===== config.mk =====
export PLATFORM = sky130hd
export DESIGN_NAME = ssp_apb_driver
export DESIGN_NICKNAME = d
export VERILOG_FILES = /design/src/rtl/ssp_apb_driver_pkg.sv /design/src/rtl/ssp_byte_fifo.sv /design/src/rtl/ssp_apb_driver.sv
export SDC_FILE = /design/constraint.sdc
export NUM_CORES = 1
export LEC_CHECK = 0
export CORE_MARGIN = 4
export CORE_UTILIZATION = 30
export CTS_BUF_LIST = sky130_fd_sc_hd__clkbuf_8
export DETAILED_ROUTE_END_ITERATION = 6
export GPL_ROUTABILITY_DRIVEN = 1
export GPL_TIMING_DRIVEN = 0
export SYNTH_ARGS = -nofsm -noshare
export SYNTH_HDL_FRONTEND = slang
export SYNTH_SLANG_ARGS = --single-unit

===== constraint.sdc =====
create_clock -name PCLK -period 5.96 [get_ports PCLK]
set_input_delay 1.192 -clock PCLK [delete_from_list [all_inputs] [get_ports PCLK]]
set_output_delay 1.192 -clock PCLK [all_outputs]
set_load 0.1 [all_outputs]

===== src/rtl/ssp_apb_driver_pkg.sv =====
// Shared definitions for the SSP bus-side driver: widths, depths and FSM state codes.
package ssp_apb_driver_pkg;

  localparam int unsigned BYTE_W            = 8;
  localparam int unsigned SSP_RX_FIFO_DEPTH = 4;
  localparam int unsigned STATUS_CNT_W      = 16;

  typedef logic [BYTE_W-1:0] byte_t;

  typedef enum logic [2:0] {
    ST_IDLE  = 3'd0,
    ST_WRITE = 3'd1,
    ST_GAP   = 3'd2,
    ST_READ  = 3'd3,
    ST_RWAIT = 3'd4
  } drv_state_e;

  // Index width that stays legal for a depth of one.
  function automatic int unsigned clog2_min1(input int unsigned n);
    return (n > 1) ? $clog2(n) : 1;
  endfunction

endpackage


===== src/rtl/ssp_byte_fifo.sv =====
// Byte FIFO with first-word-fall-through head; push and pop may coincide at any occupancy.
module ssp_byte_fifo
  import ssp_apb_driver_pkg::*;
#(
  parameter int unsigned DEPTH = SSP_RX_FIFO_DEPTH
) (
  input  logic              clk,
  input  logic              clear,
  input  logic              push,
  input  logic [BYTE_W-1:0] push_data,
  input  logic              pop,
  output logic [BYTE_W-1:0] head_data,
  output logic              head_valid,
  output logic              empty
);

  localparam int unsigned PTR_W = clog2_min1(DEPTH);
  localparam int unsigned OCC_W = $clog2(DEPTH + 1);

  byte_t            mem [DEPTH];
  logic [PTR_W-1:0] wr_ptr;
  logic [PTR_W-1:0] rd_ptr;
  logic [OCC_W-1:0] count;
  logic             do_pop;

  function automatic logic [PTR_W-1:0] ptr_inc(input logic [PTR_W-1:0] p);
    return (p == PTR_W'(DEPTH - 1)) ? '0 : p + PTR_W'(1);
  endfunction

  assign do_pop     = pop && (count != '0);
  assign head_data  = mem[rd_ptr];
  assign head_valid = (count != '0);
  assign empty      = (count == '0);

  always_ff @(posedge clk or posedge clear) begin
    if (clear) begin
      wr_ptr <= '0;
      rd_ptr <= '0;
      count  <= '0;
    end else begin
      if (push)   wr_ptr <= ptr_inc(wr_ptr);
      if (do_pop) rd_ptr <= ptr_inc(rd_ptr);
      if (push && !do_pop)      count <= count + OCC_W'(1);
      else if (!push && do_pop) count <= count - OCC_W'(1);
    end
  end

  // Storage needs no reset; occupancy alone decides what is visible.
  always_ff @(posedge clk) begin
    if (push) mem[wr_ptr] <= push_data;
  end

endmodule


===== src/rtl/ssp_apb_driver.sv =====
// Bus-side SSP driver: streams source bytes into the SSP TX FIFO and burst-drains the RX FIFO to a sink.
module ssp_apb_driver
  import ssp_apb_driver_pkg::*;
#(
  parameter int unsigned RX_FIFO_DEPTH = SSP_RX_FIFO_DEPTH,
  parameter int unsigned CNT_W         = STATUS_CNT_W
) (
  input  logic              PCLK,
  input  logic              CLEAR,
  input  logic              SRC_VALID,
  input  logic [BYTE_W-1:0] SRC_DATA,
  output logic              SRC_READY,
  output logic              SNK_VALID,
  output logic [BYTE_W-1:0] SNK_DATA,
  input  logic              SNK_READY,
  output logic              PSEL,
  output logic              PWRITE,
  output logic [BYTE_W-1:0] PWDATA,
  input  logic [BYTE_W-1:0] PRDATA,
  input  logic              SSPTXINTR,
  input  logic              SSPRXINTR,
  output logic              BUSY,
  output logic [CNT_W-1:0]  TXCNT,
  output logic [CNT_W-1:0]  RXCNT
);

  localparam int unsigned BURST_W = clog2_min1(RX_FIFO_DEPTH);

  drv_state_e         state_q;
  drv_state_e         state_d;
  logic [BURST_W-1:0] burst_q;
  logic [BURST_W-1:0] burst_d;
  logic               accept_c;
  logic               psel_d;
  logic               pwrite_d;
  logic               rd_pipe_q;
  logic               buf_empty;

  // Next-state and registered-bus-output decode.
  always_comb begin
    state_d  = state_q;
    burst_d  = burst_q;
    accept_c = 1'b0;
    psel_d   = 1'b0;
    pwrite_d = PWRITE;
    case (state_q)
      ST_IDLE: begin
        if (SSPRXINTR && buf_empty) begin
          state_d  = ST_READ;
          burst_d  = '0;
          psel_d   = 1'b1;
          pwrite_d = 1'b0;
        end else if (SRC_VALID && !SSPTXINTR) begin
          accept_c = 1'b1;
          state_d  = ST_WRITE;
          psel_d   = 1'b1;
          pwrite_d = 1'b1;
        end
      end
      ST_WRITE: state_d = ST_GAP;
      ST_GAP:   state_d = ST_IDLE;
      ST_READ: begin
        if (burst_q == BURST_W'(RX_FIFO_DEPTH - 1)) begin
          state_d = ST_RWAIT;
        end else begin
          burst_d  = burst_q + BURST_W'(1);
          psel_d   = 1'b1;
          pwrite_d = 1'b0;
        end
      end
      ST_RWAIT: if (rd_pipe_q) state_d = ST_IDLE;
      default:  state_d = ST_IDLE;
    endcase
  end

  always_ff @(posedge PCLK or posedge CLEAR) begin
    if (CLEAR) begin
      state_q <= ST_IDLE;
      burst_q <= '0;
    end else begin
      state_q <= state_d;
      burst_q <= burst_d;
    end
  end

  // Bus outputs, read-issue pipe and status counters; the pipe marks the cycle PRDATA is valid.
  always_ff @(posedge PCLK or posedge CLEAR) begin
    if (CLEAR) begin
      PSEL      <= 1'b0;
      PWRITE    <= 1'b0;
      PWDATA    <= '0;
      rd_pipe_q <= 1'b0;
      TXCNT     <= '0;
      RXCNT     <= '0;
    end else begin
      PSEL      <= psel_d;
      PWRITE    <= pwrite_d;
      rd_pipe_q <= PSEL && !PWRITE;
      if (accept_c) begin
        PWDATA <= SRC_DATA;
        TXCNT  <= TXCNT + CNT_W'(1);
      end
      if (rd_pipe_q) RXCNT <= RXCNT + CNT_W'(1);
    end
  end

  // Ready is masked during reset so a waiting source is never told it was taken.
  assign SRC_READY = accept_c && !CLEAR;
  assign BUSY      = (state_q != ST_IDLE) || !buf_empty;

  ssp_byte_fifo #(
    .DEPTH(RX_FIFO_DEPTH)
  ) u_snk_buf (
    .clk        (PCLK),
    .clear      (CLEAR),
    .push       (rd_pipe_q),
    .push_data  (PRDATA),
    .pop        (SNK_READY),
    .head_data  (SNK_DATA),
    .head_valid (SNK_VALID),
    .empty      (buf_empty)
  );

endmodule


==> results_dict.tcl, run 1 <==
set metrics [dict create \
    status "complete, no violations" \
    cp_cell_sequence "clkdlybuf4s50_1, nor2b_1, nand3_2, buf_6, nor2_1, clkdlybuf4s50_1" \
    drv_slew 0 \
    irDropWorstVdd_mv 0.357 \
    grt_pass1_wl_mm 12.6 \
    globalRouteTotalUtil 0.114 \
    maxCapViolCount 0 \
    gp_congestion 0.719 \
    synth_top_family_by_area "simple AND/OR/NAND/NOR gates" \
    h-tree-depth 3 \
    synth-adder-area-share 0.0363 \
    clock_latency_ns 0.36 \
    route.detailed.drc 0 \
    synth_xor_area_frac 0.0790 \
    portBuffers 74 \
    rsz0062_at_grt "no" \
    max_freq_mhz 209 \
    start_util 0.306 \
    num_rows 40 \
    power_leakage_nw 1.93 \
    dp_cells 474 \
    netlist-cell-type-count 41 \
    ys_seq_elements 87 \
    path_max_fanout 10 \
    p_total_mw 2.62 \
    ant_nets 0 \
    cts-root-buf "clkbuf_8" \
    pre_cts_ws_ns 1.17 \
    final_cells 490 \
    fin_crit_sh 0.802 \
    relSlewSlack 0.338 \
    grt_max_degree 39 \
    grt_pass1_vias 2412 \
    cts_made_buffers 9 \
    worst_clock_skew_ns 0.00958 \
    crit_type "in -> out" \
    arrival_ns 3.59 \
    cts_sinks 87 \
    cts_resized 0 \
    period_minus_slack_ns 4.78 \
    cts_tree "done" \
    grt_overflow 0 \
    synth_compound_area_frac 0.0168 \
    die_w_um 118 \
    clockBufferDepth 2 \
    syn_nets 284 \
    cp-start-kind "primary input" \
    muxShareOfSynthArea 0.0889 \
    wirelength_mm 7.37 \
    vias_per_cell 4.61 \
    drt-pass1-iter-count 4 \
    crit_slowest_cell "clkdlybuf4s50_1" \
    crit_path_end_kind "primary output" \
    drtIter0Drc 94 \
    worst_pin_slew_ns 0.990 \
    wl_per_cell_um 15.0 \
    finalSetupViolations 0 \
    io_pins 75 \
    netlist_area_um2 3660 \
    syn_to_final_growth_pct 31.9 \
    yosysWarnings 0 \
    core_um2 12000 \
    die_h_um 118 \
    p_per_area_nw_per_um2 543 \
    drive_gt1_frac 0.140 \
    ys_seq_area_frac 0.639 \
    hold_path.class "reg -> reg" \
    finalNetCount 370 \
    cts_hold_buf 0 \
    diodes 0 \
    synth_cells 252 \
    avgSynthCellArea_um2 14.5 \
    synth_simple_gate_area_frac 0.121 \
    holdWs_ns 0.460 \
    setup_ws_ns 1.18 \
    finalSetupTns_ns 0 \
    cp_common_cell "clkdlybuf4s50_1" \
    place.detailed.hpwl_mm 5.21 \
    antenna_found_initial 0 \
    num_vias 2257 \
    crit_required_ns 4.77 \
    post_cts_buffers 0 \
    max_stage_delay_ns 1.13 \
    hold_viol_final 0 \
    path_clk_slew_ns 0.09 \
    dieArea_um2 14000 \
]
## report_power, final
group          switching (mW)  internal (mW)
Combinational           0.966          0.360
Clock                   0.215          0.236
Sequential              0.101          0.739
Total                    1.28           1.34
## metrics by stage
step | util | instance area [um^2]
floorplan | - | 3660
global placement | 0.383 | 4580
detailed placement | 0.385 | 4600
CTS | 0.403 | 4820
global route | 0.403 | 4820
finish | 0.403 | 4820
## synthesized netlist by cell type, drive strengths merged
cell    count  share of area
dfrtp      55           0.38
edfxtp     32           0.26
xnor2      17          0.041
xor2       16          0.038
nand2      15          0.015
nor2       14          0.014
inv        12          0.012
mux2       12          0.037
nand3      10          0.015
ha          9          0.031
mux4        8          0.049
nand4       8          0.020
nor3        8          0.014
and2        5         0.0086
and4        3         0.0072
buf         3         0.0055
o21ai       3         0.0041
or3         3         0.0051
and3        2         0.0034
nor2b       2         0.0034
nor4        2         0.0051
a21o        1         0.0021
a21oi       1         0.0014
a32o        1         0.0027
clkbuf      1         0.0010
fa          1         0.0055
mux2i       1         0.0027
nor4b       1         0.0024
o21ba       1         0.0027
o22ai       1         0.0017
o31ai       1         0.0021
or2         1         0.0017
or4         1         0.0021
or4b        1         0.0038
## flip-flops by register name, summed over array words and instances (netlist names), 2 cells and up
name	flops
u_snk_buf.rd_ptr	2
RXCNT	16
u_snk_buf.wr_ptr	2
PWDATA	8
TXCNT	16
state_q	3
burst_q	2
u_snk_buf.count	3
u_snk_buf.mem	32
## cells by family (layout without fill, tap and decap cells)
group | after synthesis | in the layout
AOI/OAI and AO/OA | 9 | 9
xor gates and xnor gates | 33 | 33
adders and majority gates | 10 | 10
buffers and inverters | 16 | 107
DFF | 87 | 87
muxes | 21 | 21
and+or+nand+nor | 76 | 76
## final timing paths
kind,from,to,slack [ns],depth (start not counted)
worst max-delay path,SRC_VALID,SRC_READY,1.18,6
max in group asynchronous,CLEAR,u_snk_buf.rd_ptr[0],4.24,3
worst max register to register,u_snk_buf.count[0],u_snk_buf.count[2],3.74,8
min in group asynchronous,CLEAR,RXCNT[5],1.17,2
worst min register to register,PWRITE,rd_pipe_q,0.46,1
worst min-delay path,PWRITE,rd_pipe_q,0.46,1
## cell type report
class,instances,area [um^2]
clock buffer,9,124
timing repair buffer,75,761
tap,147,184
inverter,12,45.0
sequential,87,2340
fill,1157,7140
multi-input combinational,149,1250
buffer,4,23.8
clock inverter,7,96.3
## worst max-delay path, delay by kind of cell
family        cells  cell delay, ns
buf+inv           3            1.78
simple gates      3            0.60
## layout by cell type, fill, tap and decap left out, drive strengths merged, types with 2 or more instances in the layout
| cell type | netlist | layout |
|---|---|---|
| and3 | 2 | 2 |
| nor4 | 2 | 2 |
| nor2b | 2 | 2 |
| xnor2 | 17 | 17 |
| xor2 | 16 | 16 |
| and2 | 5 | 5 |
| o21ai | 3 | 3 |
| edfxtp | 32 | 32 |
| nand2 | 15 | 15 |
| mux2 | 12 | 12 |
| clkbuf | 1 | 10 |
| and4 | 3 | 3 |
| dfrtp | 55 | 55 |
| bufinv | 0 | 2 |
| clkinvlp | 0 | 3 |
| nand4 | 8 | 8 |
| buf | 3 | 4 |
| nor3 | 8 | 8 |
| inv | 12 | 13 |
| ha | 9 | 9 |
| or3 | 3 | 3 |
| nand3 | 10 | 10 |
| nor2 | 14 | 14 |
| mux4 | 8 | 8 |
| clkdlybuf4s50 | 0 | 74 |
## metal layers
metal  GRT usage  share of wire
met4      0.0326         0.0079
met5           0              0
met2       0.181           0.49
met1       0.135           0.43
met3      0.0593          0.069
Power figures use the tool's default switching activity.
==> run 2: changes to the inputs <==
- clock period: 5.96 -> 4.8 ns (I/O delays scaled with it)
==> results of run 2 <==
The final DEF is identical to that of run 1. Status: complete, no violations.
Among the figures that moved: setup slack after placement 1.17 ns -> 0.478 ns; setup slack after layout 1.18 ns -> 0.486 ns; register-to-register setup slack 3.74 ns -> 2.58 ns; total power 2.62 mW -> 3.25 mW; worst IR drop on VDD 0.357 mV -> 0.444 mV
